## src/rtl/cjoin5_sync.sv

```systemverilog
// cjoin5_sync -- clocked 5-way join stage.
//
// Collects one 2-phase token from each of five branches. Each token is a
// toggle on its i_drive_5 bit with bundled data on i_dataN. Once all five
// have arrived, it presents the concatenated data on o_data. One cycle
// later it toggles o_driveNext. When the downstream stage toggles
// i_freeNext, every bit of o_free_5 toggles to hand the branches back.
//
// Ports:
//   clk          single clock
//   rstn         asynchronous active-low reset
//   i_drive_5    per-branch 2-phase request (bit n = branch n)
//   i_data0..4   per-branch bundled data, stable until o_free_5 toggles
//   o_free_5     per-branch 2-phase acknowledge
//   o_driveNext  2-phase request to the downstream stage
//   o_data       merged data, branch 0 in the MSBs, branch 4 in the LSBs
//   i_freeNext   2-phase acknowledge from the downstream stage
//   o_proto_err  sticky protocol-violation flag
//   o_timeout    sticky watchdog flag (only with CJOIN5_TIMEOUT_EN)
//
// Optional feature macro: CJOIN5_TIMEOUT_EN adds a 16-bit saturating
// watchdog counter and the o_timeout output.

module cjoin5_sync #(
  parameter int DATA_WIDTH0    = 5,
  parameter int DATA_WIDTH1    = 10,
  parameter int DATA_WIDTH2    = 3,
  parameter int DATA_WIDTH3    = 2,
  parameter int DATA_WIDTH4    = 5,
  parameter int SYNC_STAGES    = 2,
  parameter int TIMEOUT_CYCLES = 1024
) (
  input  logic                   clk,
  input  logic                   rstn,
  input  logic [4:0]             i_drive_5,
  input  logic [DATA_WIDTH0-1:0] i_data0,
  input  logic [DATA_WIDTH1-1:0] i_data1,
  input  logic [DATA_WIDTH2-1:0] i_data2,
  input  logic [DATA_WIDTH3-1:0] i_data3,
  input  logic [DATA_WIDTH4-1:0] i_data4,
  output logic [4:0]             o_free_5,
  output logic                   o_driveNext,
  output logic [DATA_WIDTH0+DATA_WIDTH1+DATA_WIDTH2+DATA_WIDTH3+DATA_WIDTH4-1:0] o_data,
  input  logic                   i_freeNext,
  output logic                   o_proto_err
`ifdef CJOIN5_TIMEOUT_EN
  ,
  output logic                   o_timeout
`endif
);

  typedef enum logic [1:0] {
    ST_COLLECT,
    ST_LOAD,
    ST_SEND,
    ST_RELEASE
  } state_t;

  state_t r_state;
  state_t w_stateNext;

  logic [SYNC_STAGES-1:0][4:0] r_driveSync;
  logic [4:0]                  r_driveHist;
  logic [SYNC_STAGES-1:0]      r_freeSync;
  logic                        r_freeHist;

  logic [4:0] w_driveEvt;
  logic       w_freeEvt;

  logic [4:0] r_flags;
  logic [DATA_WIDTH0-1:0] r_hold0;
  logic [DATA_WIDTH1-1:0] r_hold1;
  logic [DATA_WIDTH2-1:0] r_hold2;
  logic [DATA_WIDTH3-1:0] r_hold3;
  logic [DATA_WIDTH4-1:0] r_hold4;

  logic [4:0] w_capture;
  logic       w_protoViol;
  logic       w_loadData;
  logic       w_toggleDrive;
  logic       w_toggleFree;
  logic       w_clearFlags;

  // Synchronizer chains plus one history flop per line. A toggle shows up
  // as a one-cycle difference between the last sync stage and the history.
  always_ff @(posedge clk or negedge rstn) begin
    if (!rstn) begin
      r_driveSync <= '0;
      r_driveHist <= '0;
      r_freeSync  <= '0;
      r_freeHist  <= 1'b0;
    end else begin
      r_driveSync[0] <= i_drive_5;
      r_freeSync[0]  <= i_freeNext;
      for (int s = 1; s < SYNC_STAGES; s++) begin
        r_driveSync[s] <= r_driveSync[s-1];
        r_freeSync[s]  <= r_freeSync[s-1];
      end
      r_driveHist <= r_driveSync[SYNC_STAGES-1];
      r_freeHist  <= r_freeSync[SYNC_STAGES-1];
    end
  end

  assign w_driveEvt = r_driveSync[SYNC_STAGES-1] ^ r_driveHist;
  assign w_freeEvt  = r_freeSync[SYNC_STAGES-1] ^ r_freeHist;

  // State register.
  always_ff @(posedge clk or negedge rstn) begin
    if (!rstn) begin
      r_state <= ST_COLLECT;
    end else begin
      r_state <= w_stateNext;
    end
  end

  // Next-state and datapath strobes. A branch event is only legal in
  // COLLECT for a branch that has not arrived yet. A downstream free is
  // only legal in SEND. Illegal events raise the violation strobe and
  // are otherwise ignored.
  always_comb begin
    w_stateNext   = r_state;
    w_capture     = 5'b00000;
    w_protoViol   = 1'b0;
    w_loadData    = 1'b0;
    w_toggleDrive = 1'b0;
    w_toggleFree  = 1'b0;
    w_clearFlags  = 1'b0;

    case (r_state)
      ST_COLLECT: begin
        w_capture = w_driveEvt & ~r_flags;
        if (|(w_driveEvt & r_flags)) begin
          w_protoViol = 1'b1;
        end
        if (r_flags == 5'b11111) begin
          w_loadData  = 1'b1;
          w_stateNext = ST_LOAD;
        end
      end
      ST_LOAD: begin
        if (|w_driveEvt) begin
          w_protoViol = 1'b1;
        end
        w_toggleDrive = 1'b1;
        w_stateNext   = ST_SEND;
      end
      ST_SEND: begin
        if (|w_driveEvt) begin
          w_protoViol = 1'b1;
        end
        if (w_freeEvt) begin
          w_toggleFree = 1'b1;
          w_stateNext  = ST_RELEASE;
        end
      end
      ST_RELEASE: begin
        if (|w_driveEvt) begin
          w_protoViol = 1'b1;
        end
        w_clearFlags = 1'b1;
        w_stateNext  = ST_COLLECT;
      end
      default: begin
        w_stateNext = ST_COLLECT;
      end
    endcase

    if (w_freeEvt && (r_state != ST_SEND)) begin
      w_protoViol = 1'b1;
    end
  end

  // Arrival flags and per-branch holding registers. Data is sampled when
  // the synchronized event appears; the bundled-data contract keeps it
  // stable from before the toggle until the free return.
  always_ff @(posedge clk or negedge rstn) begin
    if (!rstn) begin
      r_flags <= '0;
      r_hold0 <= '0;
      r_hold1 <= '0;
      r_hold2 <= '0;
      r_hold3 <= '0;
      r_hold4 <= '0;
    end else begin
      if (w_clearFlags) begin
        r_flags <= '0;
      end else begin
        r_flags <= r_flags | w_capture;
      end
      if (w_capture[0]) r_hold0 <= i_data0;
      if (w_capture[1]) r_hold1 <= i_data1;
      if (w_capture[2]) r_hold2 <= i_data2;
      if (w_capture[3]) r_hold3 <= i_data3;
      if (w_capture[4]) r_hold4 <= i_data4;
    end
  end

  // Outputs. o_data updates on the way into LOAD and o_driveNext toggles
  // on the way into SEND, so the data leads the request by one cycle.
  // o_free_5 toggles on the way into RELEASE.
  always_ff @(posedge clk or negedge rstn) begin
    if (!rstn) begin
      o_data      <= '0;
      o_driveNext <= 1'b0;
      o_free_5    <= 5'b00000;
      o_proto_err <= 1'b0;
    end else begin
      if (w_loadData) begin
        o_data <= {r_hold0, r_hold1, r_hold2, r_hold3, r_hold4};
      end
      if (w_toggleDrive) begin
        o_driveNext <= ~o_driveNext;
      end
      if (w_toggleFree) begin
        o_free_5 <= ~o_free_5;
      end
      if (w_protoViol) begin
        o_proto_err <= 1'b1;
      end
    end
  end

`ifdef CJOIN5_TIMEOUT_EN
  logic [15:0] r_toCount;
  logic        w_toCountEn;

  // The watchdog counts while a round is stuck part-way: either some but
  // not all branches have arrived, or the downstream stage has not freed.
  assign w_toCountEn = ((r_state == ST_COLLECT) && (r_flags != 5'b00000) &&
                        (r_flags != 5'b11111)) || (r_state == ST_SEND);

  // Counter clears on any state change and saturates at all-ones.
  always_ff @(posedge clk or negedge rstn) begin
    if (!rstn) begin
      r_toCount <= '0;
      o_timeout <= 1'b0;
    end else begin
      if (r_state != w_stateNext) begin
        r_toCount <= '0;
      end else if (w_toCountEn && (r_toCount != 16'hFFFF)) begin
        r_toCount <= r_toCount + 16'd1;
      end
      if (r_toCount >= 16'(TIMEOUT_CYCLES)) begin
        o_timeout <= 1'b1;
      end
    end
  end
`endif

endmodule

```

## config.mk

```make
export PLATFORM = sky130hd
export DESIGN_NAME = cjoin5_sync
export DESIGN_NICKNAME = d
export VERILOG_FILES = /design/src/rtl/cjoin5_sync.sv
export SDC_FILE = /design/constraint.sdc
export NUM_CORES = 1
export LEC_CHECK = 0
export BUFFER_PORTS_ARGS = -buffer_cell sky130_fd_sc_hd__buf_2
export CAP_MARGIN = 20
export CORE_ASPECT_RATIO = 1.2
export CORE_MARGIN = 4
export CORE_UTILIZATION = 48
export CTS_CLUSTER_DIAMETER = 30
export CTS_CLUSTER_SIZE = 10
export DETAILED_ROUTE_END_ITERATION = 10
export GPL_TIMING_DRIVEN = 0
export PLACE_DENSITY = 0.74
export SLEW_MARGIN = 0
export SYNTH_ARGS = -nofsm -noshare
export SYNTH_HDL_FRONTEND = slang
export SYNTH_SLANG_ARGS = --single-unit
```

## constraint.sdc

```tcl
create_clock -name clk -period 1.8 [get_ports clk]
set_input_delay 0.18 -clock clk [delete_from_list [all_inputs] [get_ports clk]]
set_output_delay 0.18 -clock clk [all_outputs]
set_load 0.005 [all_outputs]
```

==> key figures <==
Setup path
  – CP max stage cell: dfrtp_1
  – CP startpoint kind: register
  – FF-to-FF setup slack: 90 ps
  – Buf/Inv on CP: 2
  – Critical Path AT: 1930 ps
  – Crit-path cells: inv_1, ha_4, clkbuf_4, nand2_1, nor2_4, mux2_2
  – Maximum fanout along the worst path: 10
  – Critical Path RT: 2020 ps
  – Worst R2R End: r_hold0[2]$_DFFE_PN0P_
  – FF-to-FF path depth: 6
  – CP max stage delay: 420 ps
  – Worst path top cell family by delay: flip-flops
  – Worst setup path class: reg -> reg
  – Worst r2r src: r_state[0]$_DFFE_PN0P_
  – Worst setup EP type: register

Global routing
  – Vias in the first global route: 1,908
  – First-pass GRT wire length: 8880 um
  – Pin count of the biggest net entering global routing: 60
  – Antenna violations before repair: 0
  – Global route overflow: 0
  – GRT Total Usage: about 15%

Worst hold path
  – Worst-case hold path end point: r_hold0[3]$_DFFE_PN0P_
  – Hold path start: i_data0[3]
  – Worst hold path depth: 2
  – Hold Crit Class: in -> reg

Pwr
  – Overall Power: 6300 uW
  – Design internal power: roughly 4600 uW
  – Peak VDD IR: roughly 1.0 mV
  – Comb pwr share: 29.2%
  – Sequential share of power: about 48%
  – Clock power frac: 22.9%
  – PwrDens: 1630 nW/um^2
  – Sw Share: 27.4%
  – Sw Pwr: 1730 uW
  – Leakage power: 0.00191 uW

Placed design
  – Detail Placement HPWL: 3630 um
  – Pre-CTS WS: -196 ps
  – Gp weighted congestion: 0.803
  – Placed instance area: 3550 um^2
  – IO buf count: 64
  – Placed insts: around 330

Status
  – Status: completed

Route
  – Final wirelength: 5220 um
  – Avg WL per Cell: 14.7 um
  – Vias per cell: slightly below 5
  – Pre-antenna DRT Iters: 4
  – DRC viols: 0
  – Via Count: roughly 1.7k
  – DRT antenna net count: 0
  – Initial DRC count: 106

Timing
  – Worst setup margin: a little under 90 ps
  – Final min period: about 1700 ps
  – Final Hold Viols: 0
  – Fin Hold WS: ~75 ps
  – FMAX: 0.584 GHz
  – Final period util: 95.2%
  – Setup Viol. Count Final: 0
  – Worst Skew: 5.58 ps
  – Max-slew violations: 0
  – Worst relative slew slack: 73.8%
  – Tightest Pin Transition: slightly below 400 ps

Floorplan
  – Chip width: 81.3 um
  – Initial Util: 50.2%
  – Die Ht: 96.0 um
  – Area of the core: 6170 um^2
  – Ports: 65
  – Std cell rows: 31
  – Die ar.: between 7000 and 8000 um^2

Layout
  – ANT cells: 0
  – Synth-to-Final Area Change: 24.9%
  – Final std cells w/o fill: 355
  – NumNets Final: 306
  – Register area: 2050 um^2
  – Post-Layout Inst Area: roughly 3900 um^2
  – Area of the multi-input gates: around 1000 um^2
  – Fillcell total: 455
  – Share of cells above drive strength 1: 50.5%

Logic synthesis
  – Top post-synthesis cells by area: dfrtp_1 66%, mux2_2 11%, mux2_4 9.7%, xnor2_1 2.0%, ha_1 1.6%
  – Number of synthesized flops with an enable pin: 0
  – Seq/Total Area, Yosys: 66.3%
  – Syn avg cell area: between 15 and 20 um^2
  – Synth cell count leaders: 82 x dfrtp_1, 31 x mux2_2, 20 x mux2_4
  – Count leader, synth: dfrtp_1
  – Top cell type's share of synthesized area: 66.3%
  – Synth unique cells: 27
  – Synth Register Bits: slightly above 80
  – Yosys warning count: 0
  – Post-synth ARST share: 100%
  – Netlist Area Pre-Place: between 3000 and 4000 um^2
  – Synth area leader: dfrtp_1
  – Main flop type after synthesis: dfrtp_1
  – Synthesized netlist cell count: 186
  – Syn_nets: 223

CTS
  – TritonCTS buffer count: 9
  – CTS Root Cell: clkbuf_8
  – CTS max path bufs: 2
  – CTS tree: yes
  – Clk Latency, worst-skew pair: between 300 and 400 ps
  – H-tree depth: 3
  – Post-CTS Setup Inserts: 0
  – CTS sink cnt: slightly above 80
  – Clock slew at reported path FFs: 80 ps

Flow run
  – Max_cap viols: 0
## through the flow
stage / setup TNS [ps] / utilization [%]
finish: 0 / 62.7
CTS: 0 / 62.5
global placement: -3420 / 57.1
floorplan: 0 / -
detailed placement: -1120 / 57.5
global route: -21.9 / 62.7
## cells by family after synthesis
family,count (synthesis),share of synthesized area (%)
buf+inv,7,1.37
fa+ha+maj,4,1.62
mux,51,21.0
compound gates,10,2.22
simple gates,20,4.12
xor+xnor,12,3.40
flops,82,66.3
## how the worst max path moves through the flow
stage | startpoint | end | cells after the start
6_report | r_state[0]$_DFFE_PN0P_ | r_hold0[2]$_DFFE_PN0P_ | 6
5_1_grt | r_state[1]$_DFFE_PN0P_ | r_hold0[4]$_DFFE_PN0P_ | 6
4_1_cts | r_state[0]$_DFFE_PN0P_ | r_hold2[1]$_DFFE_PN0P_ | 5
3_5_place_dp | r_state[0]$_DFFE_PN0P_ | r_hold0[0]$_DFFE_PN0P_ | 6
3_3_place_gp | r_state[0]$_DFFE_PN0P_ | r_hold0[4]$_DFFE_PN0P_ | 6
2_1_floorplan | r_state[0]$_DFFE_PN0P_ | r_hold0[0]$_DFFE_PN0P_ | 6
## final cells by class
| type | count | share of cell area, % |
|---|---|---|
| flip-flops and latches | 82 | 53.1 |
| multi-input cells | 97 | 26.6 |
| repair buffers | 72 | 10.9 |
| clock buffers | 13 | 4.11 |
| well taps | 82 | 2.65 |
| clock inverters | 2 | 1.55 |
| plain buffers | 4 | 0.874 |
| inverters | 3 | 0.291 |
## repair_timing
action                                  CTS  global route
hold endpoints to repair                 29             0
endpoints found under the setup margin   11             8
pin swaps                                 0             1
gates resized for setup                   4             2
hold buffers                              7             0
## sequential cells by signal (all words and copies together), names as in the netlist, 2 cells and up
register,count
r_hold2,3
r_state,2
o_free_5,5
r_hold3,2
r_flags,5
r_driveSync,10
r_hold0,5
r_hold1,10
r_freeSync,2
r_hold4,5
o_data,25
r_driveHist,5
## worst reg2reg max path, delay by kind of cell, from the launching register on
family	cells	cell delay, ps
and+or+nand+nor	2	310
adders and majority gates	1	190
buffers and inverters	2	340
DFF	1	420
muxes	1	350
## power groups by stage
| stage | combinational (uW) | clock, uW | sequential [uW] |
|---|---|---|---|
| 3_5_place_dp | 1810 | 0 | 3050 |
| 4_1_cts | 1850 | 1480 | 3030 |
| 2_1_floorplan | 1160 | 0 | 3010 |
| 5_1_grt | 2050 | 1550 | 3140 |
| 3_3_place_gp | 1730 | 0 | 3010 |
| 6_report | 1840 | 1440 | 3020 |
## layout by cell type, fill, tap and decap left out, types with 2 or more instances in the layout
cell type / instances
dfrtp_1: 82
buf_2: 63
mux2_2: 31
mux2_4: 20
clkbuf_8: 11
nor2_1: 8
xnor2_1: 7
dlygate4sd3_1: 7
xor2_1: 5
a21oi_1: 4
inv_1: 3
nand2_1: 3
clkbuf_1: 3
ha_1: 3
nor2_4: 2
buf_6: 2
bufinv_16: 2
## routing by layer
layer  track usage (%)  part of all wire, %
met5                 0                    0
met3              3.46                  5.1
met1              19.0                   43
met4              6.34                  1.4
met2              24.5                   50
No activity file was read; power rests on OpenSTA's default activity.
